--- src/rtl/mul_operand_feeder_pkg.sv ---
// Shared definitions for the multiplier operand feeder: FSM state encoding
// and the default operand/bus width.
package mul_operand_feeder_pkg;

    localparam int DEF_WIDTH = 16;

    typedef enum logic [2:0] {
        ST_IDLE      = 3'd0,
        ST_START     = 3'd1,
        ST_LOAD_A    = 3'd2,
        ST_LOAD_B    = 3'd3,
        ST_WAIT_DONE = 3'd4,
        ST_RETIRE    = 3'd5,
        ST_WAIT_CLR  = 3'd6,
        ST_ERR       = 3'd7
    } state_e;

endpackage

--- src/rtl/mul_operand_feeder_op_pair_fifo.sv ---
// Small synchronous FIFO holding {A,B} operand pairs; the head is visible
// combinationally so the controller can inspect it in the same cycle.
module op_pair_fifo #(
    parameter int DW    = 32,
    parameter int DEPTH = 2
) (
    input  logic          clk,
    input  logic          rst,
    input  logic          push,
    input  logic [DW-1:0] push_data,
    input  logic          pop,
    output logic [DW-1:0] pop_data,
    output logic          full,
    output logic          empty
);

    localparam int PW = $clog2(DEPTH);

    logic [DW-1:0] mem_q [DEPTH];
    logic [PW:0]   wr_ptr_q, wr_ptr_d;
    logic [PW:0]   rd_ptr_q, rd_ptr_d;
    logic          push_ok;
    logic          pop_ok;

    // Pointers carry one extra wrap bit: equal low bits with differing MSB means full.
    assign full     = (wr_ptr_q[PW] != rd_ptr_q[PW]) && (wr_ptr_q[PW-1:0] == rd_ptr_q[PW-1:0]);
    assign empty    = (wr_ptr_q == rd_ptr_q);
    assign push_ok  = push && !full;
    assign pop_ok   = pop && !empty;
    assign pop_data = mem_q[rd_ptr_q[PW-1:0]];

    always_comb begin
        wr_ptr_d = wr_ptr_q;
        rd_ptr_d = rd_ptr_q;
        if (push_ok) begin
            wr_ptr_d = wr_ptr_q + 1'b1;
        end
        if (pop_ok) begin
            rd_ptr_d = rd_ptr_q + 1'b1;
        end
    end

    always_ff @(posedge clk) begin
        if (rst) begin
            wr_ptr_q <= '0;
            rd_ptr_q <= '0;
        end else begin
            wr_ptr_q <= wr_ptr_d;
            rd_ptr_q <= rd_ptr_d;
        end
    end

    always_ff @(posedge clk) begin
        if (push_ok) begin
            mem_q[wr_ptr_q[PW-1:0]] <= push_data;
        end
    end

endmodule

--- src/rtl/mul_operand_feeder.sv ---
// Buffers operand pairs and sequences them onto the repeated-addition
// multiplier's load bus, bypassing zero operands and watching for a hung multiplier.
module mul_operand_feeder
    import mul_operand_feeder_pkg::*;
#(
    parameter int WIDTH   = DEF_WIDTH,
    parameter int DEPTH   = 2,
    parameter int TIMEOUT = 1024
) (
    input  logic             clk,
    input  logic             rst,
    input  logic             in_valid,
    input  logic [WIDTH-1:0] in_a,
    input  logic [WIDTH-1:0] in_b,
    output logic             in_ready,
    output logic             start,
    output logic [WIDTH-1:0] data_in,
    input  logic             done,
    output logic             op_ack,
    output logic             zero_byp,
    output logic             timeout_err,
    output logic             busy
);

    localparam int CNT_W = $clog2(TIMEOUT);
    localparam logic [CNT_W-1:0] CNT_LAST = CNT_W'(TIMEOUT - 1);

    state_e             state_q, state_d;
    logic [CNT_W-1:0]   cnt_q, cnt_d;
    logic               byp_q, byp_d;
    logic               fifo_full;
    logic               fifo_empty;
    logic               fifo_pop;
    logic [2*WIDTH-1:0] head;
    logic [WIDTH-1:0]   head_a;
    logic [WIDTH-1:0]   head_b;

    op_pair_fifo #(
        .DW    (2 * WIDTH),
        .DEPTH (DEPTH)
    ) u_fifo (
        .clk       (clk),
        .rst       (rst),
        .push      (in_valid),
        .push_data ({in_a, in_b}),
        .pop       (fifo_pop),
        .pop_data  (head),
        .full      (fifo_full),
        .empty     (fifo_empty)
    );

    assign head_a      = head[2*WIDTH-1:WIDTH];
    assign head_b      = head[WIDTH-1:0];
    assign in_ready    = !fifo_full;
    assign timeout_err = (state_q == ST_ERR);
    assign busy        = (state_q != ST_IDLE);

    always_comb begin
        state_d  = state_q;
        cnt_d    = cnt_q;
        byp_d    = byp_q;
        fifo_pop = 1'b0;
        start    = 1'b0;
        data_in  = '0;
        op_ack   = 1'b0;
        zero_byp = 1'b0;
        unique case (state_q)
            ST_IDLE: begin
                if (!fifo_empty) begin
                    // A zero operand makes the product trivially 0; never start the multiplier.
                    if ((head_a == '0) || (head_b == '0)) begin
                        byp_d   = 1'b1;
                        state_d = ST_RETIRE;
                    end else if (!done) begin
                        byp_d   = 1'b0;
                        state_d = ST_START;
                    end
                end
            end
            ST_START: begin
                start   = 1'b1;
                state_d = ST_LOAD_A;
            end
            ST_LOAD_A: begin
                data_in = head_a;
                state_d = ST_LOAD_B;
            end
            ST_LOAD_B: begin
                data_in = head_b;
                cnt_d   = '0;
                state_d = ST_WAIT_DONE;
            end
            ST_WAIT_DONE: begin
                data_in = head_b;
                if (done) begin
                    state_d = ST_RETIRE;
                end else if (cnt_q == CNT_LAST) begin
                    state_d = ST_ERR;
                end else if (cnt_q != {CNT_W{1'b1}}) begin
                    cnt_d = cnt_q + 1'b1;
                end
            end
            ST_RETIRE: begin
                op_ack   = 1'b1;
                zero_byp = byp_q;
                fifo_pop = 1'b1;
                state_d  = byp_q ? ST_IDLE : ST_WAIT_CLR;
            end
            ST_WAIT_CLR: begin
                // done is sticky until the multiplier is re-initialised externally.
                if (!done) begin
                    state_d = ST_IDLE;
                end
            end
            ST_ERR: begin
                state_d = ST_ERR;
            end
            default: begin
                state_d = ST_IDLE;
            end
        endcase
    end

    always_ff @(posedge clk) begin
        if (rst) begin
            state_q <= ST_IDLE;
            cnt_q   <= '0;
            byp_q   <= 1'b0;
        end else begin
            state_q <= state_d;
            cnt_q   <= cnt_d;
            byp_q   <= byp_d;
        end
    end

endmodule

--- config.mk ---
export PLATFORM = sky130hd
export DESIGN_NAME = mul_operand_feeder
export DESIGN_NICKNAME = d
export VERILOG_FILES = /design/src/rtl/mul_operand_feeder_pkg.sv /design/src/rtl/mul_operand_feeder_op_pair_fifo.sv /design/src/rtl/mul_operand_feeder.sv
export SDC_FILE = /design/constraint.sdc
export NUM_CORES = 1
export LEC_CHECK = 0
export ABC_AREA = 1
export ABC_CLOCK_PERIOD_IN_PS = 2500
export BUFFER_PORTS_ARGS = -buffer_cell sky130_fd_sc_hd__clkbuf_2
export CORE_AREA = 2 2 119 121
export DETAILED_ROUTE_END_ITERATION = 8
export DIE_AREA = 0 0 121 123
export PLACE_DENSITY = 0.44
export SYNTH_ARGS = -nofsm -noshare
export SYNTH_HDL_FRONTEND = slang
export SYNTH_SLANG_ARGS = --single-unit
--- constraint.sdc ---
create_clock -name clk -period 2.5 [get_ports clk]
set_clock_uncertainty 0.15 [all_clocks]
set_input_delay 0.25 -clock clk [delete_from_list [all_inputs] [get_ports clk]]
set_output_delay 0.25 -clock clk [all_outputs]
set_load 0.005 [all_outputs]
### After elaboration in Yosys (flattened, before gate mapping)

Memory sizes are Yosys's and may differ from the RTL's. A register that Yosys moved wholly into a read port is not among the register bits.
Cells that the tools add are included.

* register bits: 18
* bits in writable memories: 64
* output and inout port bits: 22
* word-level logic and storage cells: 67
* memories: 1

Memory list
* u_fifo.mem_q: depth 2, width 32, rd ports 1, clocked after Yosys merged registers in 1, wr ports 1, line mul_operand_feeder_op_pair_fifo.sv:19 `logic [DW-1:0] mem_q [DEPTH];`

* add/subtract/negate cells: 3
* equality and inequality tests: 20
* mux-type cells: 22
* bitwise operators: 1
* reductions and logical operators: 15

Operators with widths (number)
* $logic_not 16->1: 2
* $pmux 16 s2: 1
* $mux 10: 3
* $pmux 3 s8: 1
* $mux 3: 7
* $pmux 10 s2: 1
* $eq 3x3->1 const B: 4
* $add 10x1->10 const B: 1
* $eq 10x10->1 const B: 1
* $ne 10x10->1 const B: 1
* $ne 2x2->1 const B: 5
* $mux 1: 9
* $reduce_and 4->1: 2
* $eq 3x2->1 const B: 2
* $ne 3x3->1 const B: 2
* $add 2x1->2 const B: 2
* $eq 3x1->1 const B: 1
* $logic_and 1x1->1: 3
* $logic_not 3->1: 1
* $reduce_and 3->1: 1
* $reduce_bool 3->1: 1
* $eq 2x2->1: 1
* $logic_not 1->1: 2
* $ne 2x1->1 const B: 1
* 6 further kinds: 6

### Logic depth before layout (Yosys ltp)

* word-level depth: 6
* depth in mapped cells: 14
* mapped depth without buffers: 12

### Cells and area by module

Synthesis repeated with hierarchy kept, for this count alone.

* cell total of the unflattened synthesis: 359
* area, all modules: 3881.2 um^2

Modules (own cells, without submodules)
* op_pair_fifo: instances 1, cells an instance 147, area each 2715.1 um^2, seq. area each 2021.9 um^2
* mul_operand_feeder: instances 1, cells an instance 212, area each 1166.1 um^2, seq. area each 280.3 um^2

### Worst setup path before layout

OpenSTA, ideal clock, no wires.

* kind: register to register
* start: register u_fifo.wr_ptr_q[1]
* end: memory u_fifo.mem_q[0][0] (enable)
* library setup time: 421 ps
* data arrival time: 2093 ps
* data required time: 1929 ps
* setup slack: -164 ps
* cell stages (with the launch flop): 6
* path buffers: 0
* cell sequence: dfxtp_1 -> xnor2_1 -> inv_1 -> nand2_1 -> nand2_1 -> nor2_1

* longest elaborated chain between the ends: 6

RTL lines
* start, declared: line mul_operand_feeder_op_pair_fifo.sv:20 `logic [PW:0] wr_ptr_q, wr_ptr_d;`
* start signal, assigned: line mul_operand_feeder_op_pair_fifo.sv:48 `wr_ptr_q <= wr_ptr_d;`
* $ne 1x1->1: line mul_operand_feeder_op_pair_fifo.sv:26 `assign full = (wr_ptr_q[PW] != rd_ptr_q[PW]) && (wr_ptr_q[PW-1:0] == rd_ptr_q[PW-1:0]);`
* $logic_and 1x1->1: line mul_operand_feeder_op_pair_fifo.sv:26
* $logic_not 1->1
* named net in_ready: line mul_operand_feeder.sv:15 `output logic in_ready,`
* $logic_and 1x1->1: line mul_operand_feeder_op_pair_fifo.sv:28 `assign push_ok = push && !full;`
* $mux 1: line mul_operand_feeder_op_pair_fifo.sv:54 `if (push_ok) begin`
* $mux 1 (implied by the code): line mul_operand_feeder_op_pair_fifo.sv:55 `mem_q[wr_ptr_q[PW-1:0]] <= push_data;`
* end, declared: line mul_operand_feeder_op_pair_fifo.sv:19

The timed path passes the listed nets, and every way through them passes these cells.

### Worst setup path in the final report

* start: register state_q[1]
* end: output port data_in[8]

* longest elaborated chain between the ends: 3
* elaborated cells on any way between the ends: 5
* classes of those cells: eq/ne: 3; mux: 1; reduce/logical: 1

RTL lines
* start, declared: line mul_operand_feeder.sv:28 `state_e state_q, state_d;`
* start signal, assigned: line mul_operand_feeder.sv:130 `state_q <= state_d;`
* $eq 3x3->1 or $eq 3x2->1 (tied branches): line mul_operand_feeder.sv:67 `unique case (state_q)`
* $reduce_or 2->1 (no line)
* $pmux 16 s2 (*): line mul_operand_feeder.sv:67
* end, declared: line mul_operand_feeder.sv:17 `output logic [WIDTH-1:0] data_in,`

Every way passes the cells marked *; elsewhere a longest branch is shown, timed or not.

==> results.ini <==
[yosys]
synth_cell_types=30
synth_top_cell_by_area=edfxtp_1
seq_area_frac_synth=0.615
synth_nets=443
synth_ff_type=edfxtp_1
syn_inst=406
synthMostInstantiatedCell=nand2_1
synth_area_per_cell_sq_um=9.21
ys_seq_elements=83
synth-edff-count=64
ys_warn_count=0
yosys-top-cells-area=edfxtp_1 51%, nand2_1 15%, dfxtp_1 10%
synth-async-reset-ratio=0
synth_top_area_share=0.514
synthesis.area_sq_mm=0.00374
ys_top_cells_by_count=152 x nand2_1, 64 x edfxtp_1, 39 x nor2_1

[status]
outcome=finished clean

[drt]
drt-total-wl_mm=9.19
drc_errors=0
initialDrtViolationCount=138
viasPerCell=4.37
drt-pass1-iter-count=4
dr_total_vias=2987
wl_per_cell_um=13.5
drtAntennaViolNets=0

[sta]
fmaxAchievable_mhz=460
fin_crit_ns=2.17
slew_viol_final=0
post-route-period-util=0.870
tns_ns=0
setup_viol=0
rsz0062_at_grt=false
finalHoldViolCount=0
worst_pin_slew_ns=0.494
relSlewSlack=0.668
fin_ws_ns=0.326

[worst_setup_path]
cpPeakStageDelay_ns=0.34
endpoint_kind=output pin
reg2reg_to=state_q[2]$_SDFFE_PP0P_
critPathKind=flip-flop to output pin
arrival_ns=1.77
path_delay_family=buffers and inverters
reg2regPathDepth=12
cpMaxStageDelayCell=dfxtp_1
crit_start=state_q[1]$_SDFFE_PP0P_
start_kind=flip-flop
path_buf_inv=3
crit_path_end=data_in[8]
crit_path_max_fanout=21
r2r_slack_ns=0.61
required_ns=2.10
cp_cell_sequence=buf_4, nand2_1, nor2_2, buf_4, o21ai_0, nand2_1, clkbuf_2
cp.depth=7

[floorplanning]
fp.dieW_um=121
dieArea_sq_mm=0.0149
num_rows=43
io_pins=58
dieHeight_um=123
core-area_sq_mm=0.0136
start_util=0.275

[clocking]
clock-sinks=83
cts_buffers=9
cts_buffer_depth=2
h-tree-depth=3
path_clk_slew_ns=0.06
ctsRootBufferMaster=clkbuf_16
cts_tree=done
insertion_delay_ns=0.34
post_cts_buffers=0

[place]
gp_congestion=0.805
hpwl_mm=6.38
port_buffers=57
pre_cts_ws_ns=0.593

[grt]
grt_pass1_vias=2907
antenna_found_initial=0
grt-ovfl-total=0
grt_usage=0.133
grt_first_pass_wirelength_mm=14.7
grt_max_degree=33

[cells_and_area]
postLayoutCoreUtil=0.355
layout-drive-gt1-share=0.193
fillCellCount=1417
area_delta_synth_final_pct=29.2
nNetsFinal=536
antenna_cells=0

[pwr]
power.leakage_nw=2.02
peakVddDrop_mv=0.445
p_per_area_mw_per_mm2=818
power_mw=3.95

[worst_hold_path]
hold_class=input pin to flip-flop

[flow_run]
drv_cap=0

## registers in the layout, indices dropped and copies added (netlist names), named ones only
name / count
state_q: 3
u_fifo.wr_ptr_q: 2
byp_q: 1
cnt_q: 10
u_fifo.mem_q: 64
u_fifo.rd_ptr_q: 2
## routing by layer
layer	routed length [um]	track usage	vias to the layer above
li1	-	-	1527
met1	4200	0.162	1381
met2	4470	0.225	71
met3	396	0.0295	8
met4	132	0.0567	0
met5	0	0	-
## final cells by class
type	count	area [sq um]	share of cell area
inverter	27	104	0.0215
clock buffer	10	229	0.0474
timing repair buffer	97	678	0.140
multi-input combinational	281	1240	0.257
tap	180	225	0.0466
sequential	83	2300	0.476
clock inverter	5	55.1	0.0114
## what timing repair did
action,in CTS,in global routing
hold buffers,32,0
endpoints found under the hold margin,64,0
resized for setup,0,0
## cells in the final DEF, fill, tap and decap left out
cell type | Yosys | routed
clkinvlp_4 | 0 | 2
inv_1 | 20 | 20
bufinv_16 | 0 | 1
nand3_1 | 25 | 25
buf_12 | 0 | 1
nand2_1 | 152 | 152
or2_1 | 1 | 1
edfxtp_1 | 64 | 64
nor3_2 | 3 | 3
a211oi_2 | 2 | 2
clkinv_2 | 0 | 2
inv_2 | 5 | 5
clkbuf_16 | 0 | 9
inv_4 | 1 | 1
nand2_2 | 2 | 2
nand3_2 | 1 | 1
nor2_2 | 3 | 4
clkbuf_1 | 6 | 1
o21ai_1 | 1 | 1
and3_1 | 1 | 1
ha_1 | 1 | 1
nand3b_1 | 1 | 1
buf_4 | 2 | 7
a31oi_1 | 1 | 1
nor3_1 | 7 | 7
nor2_1 | 39 | 38
o21ai_0 | 21 | 21
clkinv_1 | 1 | 1
a21oi_1 | 14 | 14
dfxtp_1 | 19 | 19
dlygate4sd3_1 | 0 | 32
nand4_1 | 3 | 3
clkbuf_2 | 0 | 57
xnor2_1 | 2 | 2
xor2_1 | 1 | 1
## logic make-up after synthesis
| logic type | after synthesis | synth area share |
|---|---|---|
| flops | 83 | 0.615 |
| simple gates | 238 | 0.264 |
| compound gates | 39 | 0.0565 |
| xor+xnor | 3 | 0.00702 |
| fa+ha+maj | 1 | 0.00334 |
| buf+inv | 42 | 0.0538 |
## worst min path at each step
stage / start / end / slack [ns] / depth (start not counted)
detailed placement: in_b[10] / u_fifo.mem_q[1][10]$_DFFE_PP_ / 0.29 / 1
global route: rst / cnt_q[1]$_SDFFE_PP0P_ / 0.09 / 2
global placement: cnt_q[8]$_SDFFE_PP0P_ / cnt_q[8]$_SDFFE_PP0P_ / 0.29 / 2
CTS: rst / cnt_q[9]$_SDFFE_PP0P_ / 0.06 / 2
floorplan: in_b[0] / u_fifo.mem_q[0][0]$_DFFE_PP_ / 0.20 / 0
finish: rst / cnt_q[9]$_SDFFE_PP0P_ / 0.08 / 2
## power breakdown
group / internal, mW / total (mW) / switching [mW]
logic: 0.369 / 1.01 / 0.645
clock network: 0.764 / 1.29 / 0.524
registers: 1.60 / 1.65 / 0.0517
total: 2.73 / 3.95 / 1.22
## per-stage QoR
step,instances,area (sq um),hold WS [ns]
after floorplan,406,3740,0.199
after global placement,636,4230,0.287
after detailed placement,636,4230,0.292
after CTS,683,4830,0.0613
after global routing,683,4830,0.0948
final,683,4830,0.0775
No activity file was read; power rests on OpenSTA's default activity.
